File: src/rtl/lcd_frame_scheduler.sv
// PCD8544 (Nokia 5110) sequencer: hardware reset pulse, init command list, then 504-byte frames
// read from a synchronous framebuffer RAM, each byte in a 17*CLK_DIV slot (16 half-periods + gap).
module lcd_frame_scheduler #(
   parameter int         CLK_DIV    = 4,
   parameter int         RST_CYCLES = 16,
   parameter logic [7:0] VOP        = 8'hB1
) (
   input  logic       clock,
   input  logic       Reset,
   input  logic       frame_req,
   input  logic [7:0] fb_data,
   output logic [8:0] fb_addr,
   output logic       mosi,
   output logic       sclk,
   output logic       sce,
   output logic       dc,
   output logic       lcd_rst_n,
   output logic [7:0] message,
   output logic       busy,
   output logic       frame_done
);
   localparam int DIV_W = (CLK_DIV > 1) ? $clog2(CLK_DIV) : 1;
   localparam int RC_W  = (RST_CYCLES > 0) ? $clog2(RST_CYCLES + 1) : 1;

   typedef enum logic [2:0] {LCD_RST, INIT, IDLE, ADDR, DATA} state_t;

   state_t            state, state_nx;
   logic [8:0]        idx, idx_nx;
   logic [RC_W-1:0]   rst_cnt, rst_cnt_nx;
   logic              lcd_rst_nx;
   logic [8:0]        addr_nx;
   logic              done_nx;
   logic              pend, clr_req;
   logic              start;
   logic [7:0]        start_byte;
   logic              start_dc;
   logic              active;
   logic [4:0]        half;
   logic [DIV_W-1:0]  div_cnt;
   logic [7:0]        shreg;
   logic              slot_end;

   assign busy     = (state != IDLE);
   assign slot_end = active && (half == 5'd16) && (div_cnt == DIV_W'(CLK_DIV - 1));

   always_ff @(posedge clock or negedge Reset) begin
      if (!Reset) begin
         state      <= LCD_RST;
         idx        <= '0;
         rst_cnt    <= '0;
         lcd_rst_n  <= 1'b0;
         fb_addr    <= '0;
         frame_done <= 1'b0;
         pend       <= 1'b0;
      end else begin
         state      <= state_nx;
         idx        <= idx_nx;
         rst_cnt    <= rst_cnt_nx;
         lcd_rst_n  <= lcd_rst_nx;
         fb_addr    <= addr_nx;
         frame_done <= done_nx;
         pend       <= clr_req ? 1'b0 : (pend | frame_req);
      end
   end

   always_comb begin
      state_nx   = state;
      idx_nx     = idx;
      rst_cnt_nx = rst_cnt;
      lcd_rst_nx = lcd_rst_n;
      addr_nx    = fb_addr;
      done_nx    = 1'b0;
      clr_req    = 1'b0;
      start      = 1'b0;
      case (state)
         LCD_RST: begin
            if (rst_cnt == RC_W'(RST_CYCLES)) begin
               lcd_rst_nx = 1'b1;
               state_nx   = INIT;
            end else begin
               rst_cnt_nx = rst_cnt + 1'b1;
            end
         end
         INIT: begin
            if (!active) begin
               start = 1'b1;
            end else if (slot_end) begin
               if (idx == 9'd5) begin
                  state_nx = IDLE;
                  idx_nx   = '0;
               end else begin
                  idx_nx = idx + 9'd1;
                  start  = 1'b1;
               end
            end
         end
         IDLE: begin
            if (pend || frame_req) begin
               state_nx = ADDR;
               idx_nx   = '0;
               start    = 1'b1;
               clr_req  = 1'b1;
            end
         end
         ADDR: begin
            if (slot_end) begin
               start = 1'b1;
               if (idx == 9'd1) begin
                  state_nx = DATA;
                  idx_nx   = '0;
                  addr_nx  = 9'd1;
               end else begin
                  idx_nx = idx + 9'd1;
               end
            end
         end
         DATA: begin
            if (slot_end) begin
               if (idx == 9'd503) begin
                  state_nx = IDLE;
                  idx_nx   = '0;
                  addr_nx  = '0;
                  done_nx  = 1'b1;
               end else begin
                  idx_nx  = idx + 9'd1;
                  start   = 1'b1;
                  // prefetch the following byte a full slot ahead; the last byte keeps its address
                  addr_nx = (idx_nx == 9'd503) ? 9'd503 : idx_nx + 9'd1;
               end
            end
         end
         default: state_nx = LCD_RST;
      endcase

      start_byte = fb_data;
      start_dc   = 1'b0;
      case (state_nx)
         INIT: begin
            case (idx_nx[2:0])
               3'd0:    start_byte = 8'h21;
               3'd1:    start_byte = VOP;
               3'd2:    start_byte = 8'h04;
               3'd3:    start_byte = 8'h14;
               3'd4:    start_byte = 8'h20;
               default: start_byte = 8'h0C;
            endcase
         end
         ADDR:    start_byte = (idx_nx == 9'd0) ? 8'h80 : 8'h40;
         DATA:    start_dc = 1'b1;
         default: start_dc = 1'b0;
      endcase
   end

   // byte engine: half 0..15 alternate sclk low/high with sce low, half 16 is the sce-high gap
   always_ff @(posedge clock or negedge Reset) begin
      if (!Reset) begin
         active  <= 1'b0;
         half    <= '0;
         div_cnt <= '0;
         shreg   <= '0;
         sce     <= 1'b1;
         sclk    <= 1'b0;
         mosi    <= 1'b0;
         dc      <= 1'b0;
         message <= '0;
      end else if (start) begin
         active  <= 1'b1;
         half    <= '0;
         div_cnt <= '0;
         sce     <= 1'b0;
         sclk    <= 1'b0;
         mosi    <= start_byte[7];
         shreg   <= {start_byte[6:0], 1'b0};
         message <= start_byte;
         dc      <= start_dc;
      end else if (active) begin
         if (div_cnt == DIV_W'(CLK_DIV - 1)) begin
            div_cnt <= '0;
            if (half == 5'd16) begin
               active <= 1'b0;
            end else begin
               half <= half + 5'd1;
               if (!half[0]) begin
                  sclk <= 1'b1;
               end else begin
                  sclk <= 1'b0;
                  if (half == 5'd15) begin
                     sce <= 1'b1;
                  end else begin
                     mosi  <= shreg[7];
                     shreg <= {shreg[6:0], 1'b0};
                  end
               end
            end
         end else begin
            div_cnt <= div_cnt + 1'b1;
         end
      end
   end
endmodule
File: config.mk
export PLATFORM = sky130hd
export DESIGN_NAME = lcd_frame_scheduler
export DESIGN_NICKNAME = d
export VERILOG_FILES = /design/src/rtl/lcd_frame_scheduler.sv
export SDC_FILE = /design/constraint.sdc
export NUM_CORES = 1
export LEC_CHECK = 0
export CORE_AREA = 2 2 76 78
export CTS_CLUSTER_SIZE = 25
export DETAILED_ROUTE_END_ITERATION = 8
export DIE_AREA = 0 0 78 80
export GPL_TIMING_DRIVEN = 1
export PLACE_DENSITY = 0.82
export SETUP_SLACK_MARGIN = 0.02
export SYNTH_ARGS = -nofsm -noshare
export SYNTH_HDL_FRONTEND = slang
export SYNTH_SLANG_ARGS = --single-unit
File: constraint.sdc
create_clock -name clock -period 5 [get_ports clock]
set_input_delay 1 -clock clock [delete_from_list [all_inputs] [get_ports clock]]
set_output_delay 1 -clock clock [all_outputs]
set_load 0.02 [all_outputs]
==> Yosys cells after proc, flatten, opt, wreduce, memory -nomap -nowiden <==
Cells that the tools add are included.
W data, S select, Z words.
{ "word_totals": {"reg_bits": 57, "out_inout_bits": 24, "elab_cells": 141, "input_bits": 11} }
{ "op_classes": {"bitwise_logic": 2, "reduce_logical": 17, "n_eq_ne": 25, "mux": 76, "addsub": 5} }
{ "ops": {"columns": ["cell", "count"], "rows": [
  ["$mux W9", 13],
  ["$mux W8", 7],
  ["$pmux W8 S5", 1],
  ["$pmux W9 S4", 1],
  ["$mux W1", 34],
  ["$mux W3", 9],
  ["$mux W5", 4],
  ["$add A9 B1 Y9 const B", 2],
  ["$eq A9 B9 Y1 const B", 2],
  ["$pmux W9 S2", 1],
  ["$pmux W8 S2", 1],
  ["$eq A3 B2 Y1 const B", 5],
  ["$pmux W3 S5", 1],
  ["$add A5 B1 Y5 const B", 2],
  ["$eq A5 B5 Y1 const B", 2],
  ["$ne A2 B2 Y1 const B", 5],
  ["$reduce_and A5 Y1", 2],
  ["$reduce_bool A2 Y1", 5],
  ["$eq A3 B1 Y1 const B", 3],
  ["$eq A3 B3 Y1 const B", 3],
  ["$eq A9 B1 Y1 const B", 1],
  ["$eq A9 B3 Y1 const B", 1],
  ["$logic_not A9 Y1", 1],
  ["$logic_not A3 Y1", 2],
  ["13 further kinds", 17]
]} }

==> Logic depth before layout (Yosys ltp) <==
{ "depth": {"ltp_word": 10, "ltp_mapped": 11, "mapped_depth_nobuf": 10} }

==> Worst setup path before layout <==
OpenSTA, ideal clock, no wires.
{ "synth_timing": {"path_type": "register -> register", "startpoint": "register idx[1]", "endpoint": "register message[7]", "required_time_ps": 4914, "n_path_buf": 0, "setup_slack_ps": 2067, "arrival_time_ps": 2847, "path_stages_with_launch": 10, "period_less_slack_ps": 2933, "setup_ps": 86, "path_cell_list": "dfrtp_1 > inv_1 > ha_1 > or4b_2 > o21ai_0 > a311o_1 > o2bb2ai_2 > or4_1 > o311a_1 > nor3_1"} }
{ "synth_between": {"elab_chain_len": 8, "word_cells_on_any_way": 38, "classes_between": "add/sub (1); eq/ne (9); mux (26); reduce/logical (2)"} }
{ "synth_rtl": {"columns": ["element", "line", "source"], "rows": [
  ["from (decl)", "28", "logic [8:0] idx, idx_nx;"],
  ["from (signal assigned)", "57", "idx <= idx_nx;"],
  ["$add A9 B1 Y9 / $eq A9 B3 Y1 (equally long branches)", null, null],
  ["$mux W9", "88", "if (idx == 9'd5) begin"],
  ["$mux W9", "87", "end else if (slot_end) begin"],
  ["$mux W9", "85", "if (!active) begin"],
  ["$pmux W9 S4 (*)", "75", "case (state)"],
  ["via idx_nx[8]", "28", null],
  ["$logic_not A9 Y1 (*)", "148", "ADDR: start_byte = (idx_nx == 9'd0) ? 8'h80 : 8'h40;"],
  ["$mux W8 (*)", "148", null],
  ["$pmux W8 S2 (*)", "137", "case (state_nx)"],
  ["to (signal assigned)", "174", "message <= start_byte;"],
  ["to (decl)", "18", "output logic [7:0] message,"]
]} }
Mark *: on every way through the listed nets, which the timed path passes. The rest lies on a longest branch.
A chain may end at the register's enable or synchronous reset.

==> Worst setup path in the final report <==
{ "layout_timing": {"startpoint": "register idx[0]", "endpoint": "register shreg[7]"} }
{ "layout_between": {"elab_chain_len": 9, "word_cells_on_any_way": 39, "classes_between": "add/sub (1); eq/ne (7); mux (26); reduce/logical (5)"} }
{ "layout_rtl": {"columns": ["element", "line", "source"], "rows": [
  ["$add A9 B1 Y9 / $eq A9 B3 Y1 (equally long branches)", null, null],
  ["$mux W9", "88", null],
  ["$mux W9", "87", null],
  ["$mux W9", "85", null],
  ["$pmux W9 S4 (*)", "75", null],
  ["via idx_nx[0]", "28", null],
  ["$logic_not A9 Y1 (*)", "148", null],
  ["$mux W8 (*)", "148", null],
  ["$pmux W8 S2 (*)", "137", null],
  ["$mux W8 (*)", "166", "end else if (start) begin"],
  ["to (signal assigned)", "173", "shreg <= {start_byte[6:0], 1'b0};"],
  ["to (signal assigned)", "191", "shreg <= {shreg[6:0], 1'b0};"],
  ["to (decl)", "40", "logic [7:0] shreg;"]
]} }
Marks and branches as above.

==> metrics.yaml <==
slew_viol_final: 0
die_y_um: 80
yosys_register_bits: 55
fillers: 454
yosysUniqueCellTypes: 61
hold_viol_final: 0
rsz0062_at_grt: "false"
die_w_um: 78
h-tree-depth: 2
status: "finished clean"
cts.sinks: 55
grt_max_degree: 56
ios: 35
fin_ws_ns: 1.58
path_max_fanout: 12
finClkSkew_ns: 0.0113
port_buffers: 34
root_buffer: "clkbuf_8"
r2r_start: "idx[0]$_DFF_PN0_"
yosysSeqAreaShare_pct: 43.2
irDropWorstVdd_v: 0.000159
yosysTopAreaCellShare_pct: 42.4
synthArstFlopShare_pct: 100
final_common_cell: "dfrtp_1"
synth.area.top_cells: "dfrtp_1 (42%), nor2_1 (5.3%), nand2_1 (4.1%)"
cp-end-kind: "flop"
grt_usage_pct: 22.7
drt-total-wl_um: 6800
setup_tns_ns: 0
ctsHoldBuffers: 0
fmax_ghz: 0.292
post_cts_resized: 0
synth_nets: 375
whs_path_depth: 1
post_drt_via_cell_ratio: 5.91
cts_tree: "yes"
synth-edff-count: 0
min_period_ns: 3.42
yosys_warnings: 0
critical_path.startpoint_type: "flop"
antenna_found_initial: 0
cp.arrival_ns: 3.60
clkTransAtPathRegs_ns: 0.10
critical_path_class: "reg2reg"
cap_violations: 0
design.core.area_sq_um: 5410
hp-class: "reg2reg"
synthCells: 355
avgSynthCellArea_sq_um: 8.98
critical_path_required_ns: 5.19
routabilityCongestion: 0.894
drive_gt1_share_pct: 5.24
mostFrequentLayoutCells: "dfrtp_1 (54), nor2_1 (45), nand2_1 (35)"
cts_inserted_buffers: 5
drc: 0
initial_core_util_pct: 59.0
grt_pass1_wl_um: 11500
dp_slack_ns: 1.60
period_share_pct: 68.4
rows: 27
yosys.area.top_type: "dfrtp_1"
clkLatencyLatePin_ns: 0.31
post_drt_wl_per_cell_um: 15.0
drt_pass1_iterations: 4
r2r-end: "shreg[7]$_DFFE_PN0P_"
slew-limit-headroom_pct: 29.6
synth-main-ff-cell: "dfrtp_1"
whs_ns: 0.474
dp_hpwl_um: 4940
drt-initial-drc-count: 239
setup_viol: 0
post_cts_buffers: 0
leakage_uw: 0.00157
clockBufferDepth: 2
worst_slew_pin_slew_ns: 1.04
reg2reg_depth: 9
dieArea_sq_um: 6240
antenna_left: 0
power.density_nw_per_um2: 192
num_vias: 2685
synth.cell_area_sq_um: 3190
min_to: "lcd_rst_n$_DFFE_PN0P_"
area_delta_synth_final_pct: 14.2
grt_overflow: 0
n_antenna_cell: 0
fin_nets: 401
grt_pass1_vias: 2498
r2r_slack_ns: 1.58
hp-start: "lcd_rst_n$_DFFE_PN0P_"
## worst max-delay path, cell delays in order, from the launching register on
cell and delay, ns:
dfrtp_1 0.58, ha_1 0.23, or4b_2 0.65, o21ai_0 0.28
a311oi_2 0.21, mux2i_1 0.38, inv_1 0.13, or3_1 0.40
nor4_1 0.30, o31ai_1 0.13
## final cells by class
| cell class | instances | area [sq um] | area share [%] |
|---|---|---|---|
| inverter | 17 | 63.8 | 1.75 |
| multi-input combinational | 265 | 1670 | 45.8 |
| sequential | 55 | 1380 | 37.8 |
| timing repair buffer | 37 | 358 | 9.82 |
| clock inverter | 2 | 12.5 | 0.344 |
| clock buffer | 6 | 72.6 | 1.99 |
| tap | 72 | 90.1 | 2.47 |
## stage by stage
stage	cells	utilization (%)	cell area [sq um]	total power, uW
6_report	454	67.4	3640	698
5_1_grt	454	67.4	3640	729
4_1_cts	454	67.4	3640	712
3_5_place_dp	446	65.8	3560	470
3_3_place_gp	446	65.8	3560	470
2_1_floorplan	355	-	3190	453
## report_power, final
| group | switching, uW | total [uW] | internal [uW] |
|---|---|---|---|
| combinational | 9.36 | 16.3 | 6.92 |
| clock | 139 | 237 | 98.1 |
| sequential | 0.00000000000000916 | 444 | 444 |
## routing by layer
layer / global-route usage [%] / vias up / wire (um)
met5: 0 / - / 0
met3: 4.64 / 12 / 346
met1: 30.6 / 1265 / 3110
li1: - / 1315 / -
met2: 38.3 / 93 / 3250
met4: 4.91 / 0 / 99
## synthesized netlist by cell type (all sizes together), types with 4 or more instances
cell type	number
xor2	9
buf	4
nand2b	8
and3	4
nor3	15
dfrtp	54
a22o	4
ha	9
a211oi	4
or3	4
nand4	6
a21oi	8
nand2	35
a221oi	4
nor2	45
and2	4
o21ai	27
clkbuf	14
xnor2	13
nand3	5
nor4	6
inv	17
## sequential cells by signal, indices dropped and copies added, names as in the netlist
register / flops
active: 1
dc: 1
div_cnt: 2
fb_addr: 9
frame_done: 1
half: 5
idx: 9
lcd_rst_n: 1
message: 8
mosi: 1
pend: 1
rst_cnt: 5
sce: 1
shreg: 7
state: 3
## how the worst max path moves through the flow
stage / slack [ns] / to / cells past startpoint / from
finish: 1.58 / shreg[7]$_DFFE_PN0P_ / 9 / idx[0]$_DFF_PN0_
global route: 1.28 / shreg[7]$_DFFE_PN0P_ / 9 / idx[0]$_DFF_PN0_
CTS: 1.62 / shreg[7]$_DFFE_PN0P_ / 9 / idx[0]$_DFF_PN0_
detailed placement: 1.60 / shreg[7]$_DFFE_PN0P_ / 9 / frame_req
global placement: 1.69 / shreg[7]$_DFFE_PN0P_ / 9 / frame_req
floorplan: 2.07 / message[7]$_DFFE_PN0P_ / 9 / idx[1]$_DFF_PN0_
## cell families after synthesis
family / Yosys count / share of synthesized area [%]
XOR/XNOR: 22 / 6.04
AND/OR/NAND/NOR: 151 / 23.7
flip-flops: 55 / 43.2
adder cells (fa/ha/maj): 9 / 3.53
AO/OA/AOI/OAI: 79 / 17.7
buffers and inverters: 35 / 4.51
multiplexers: 4 / 1.29
No activity file was read; power rests on OpenSTA's default activity.
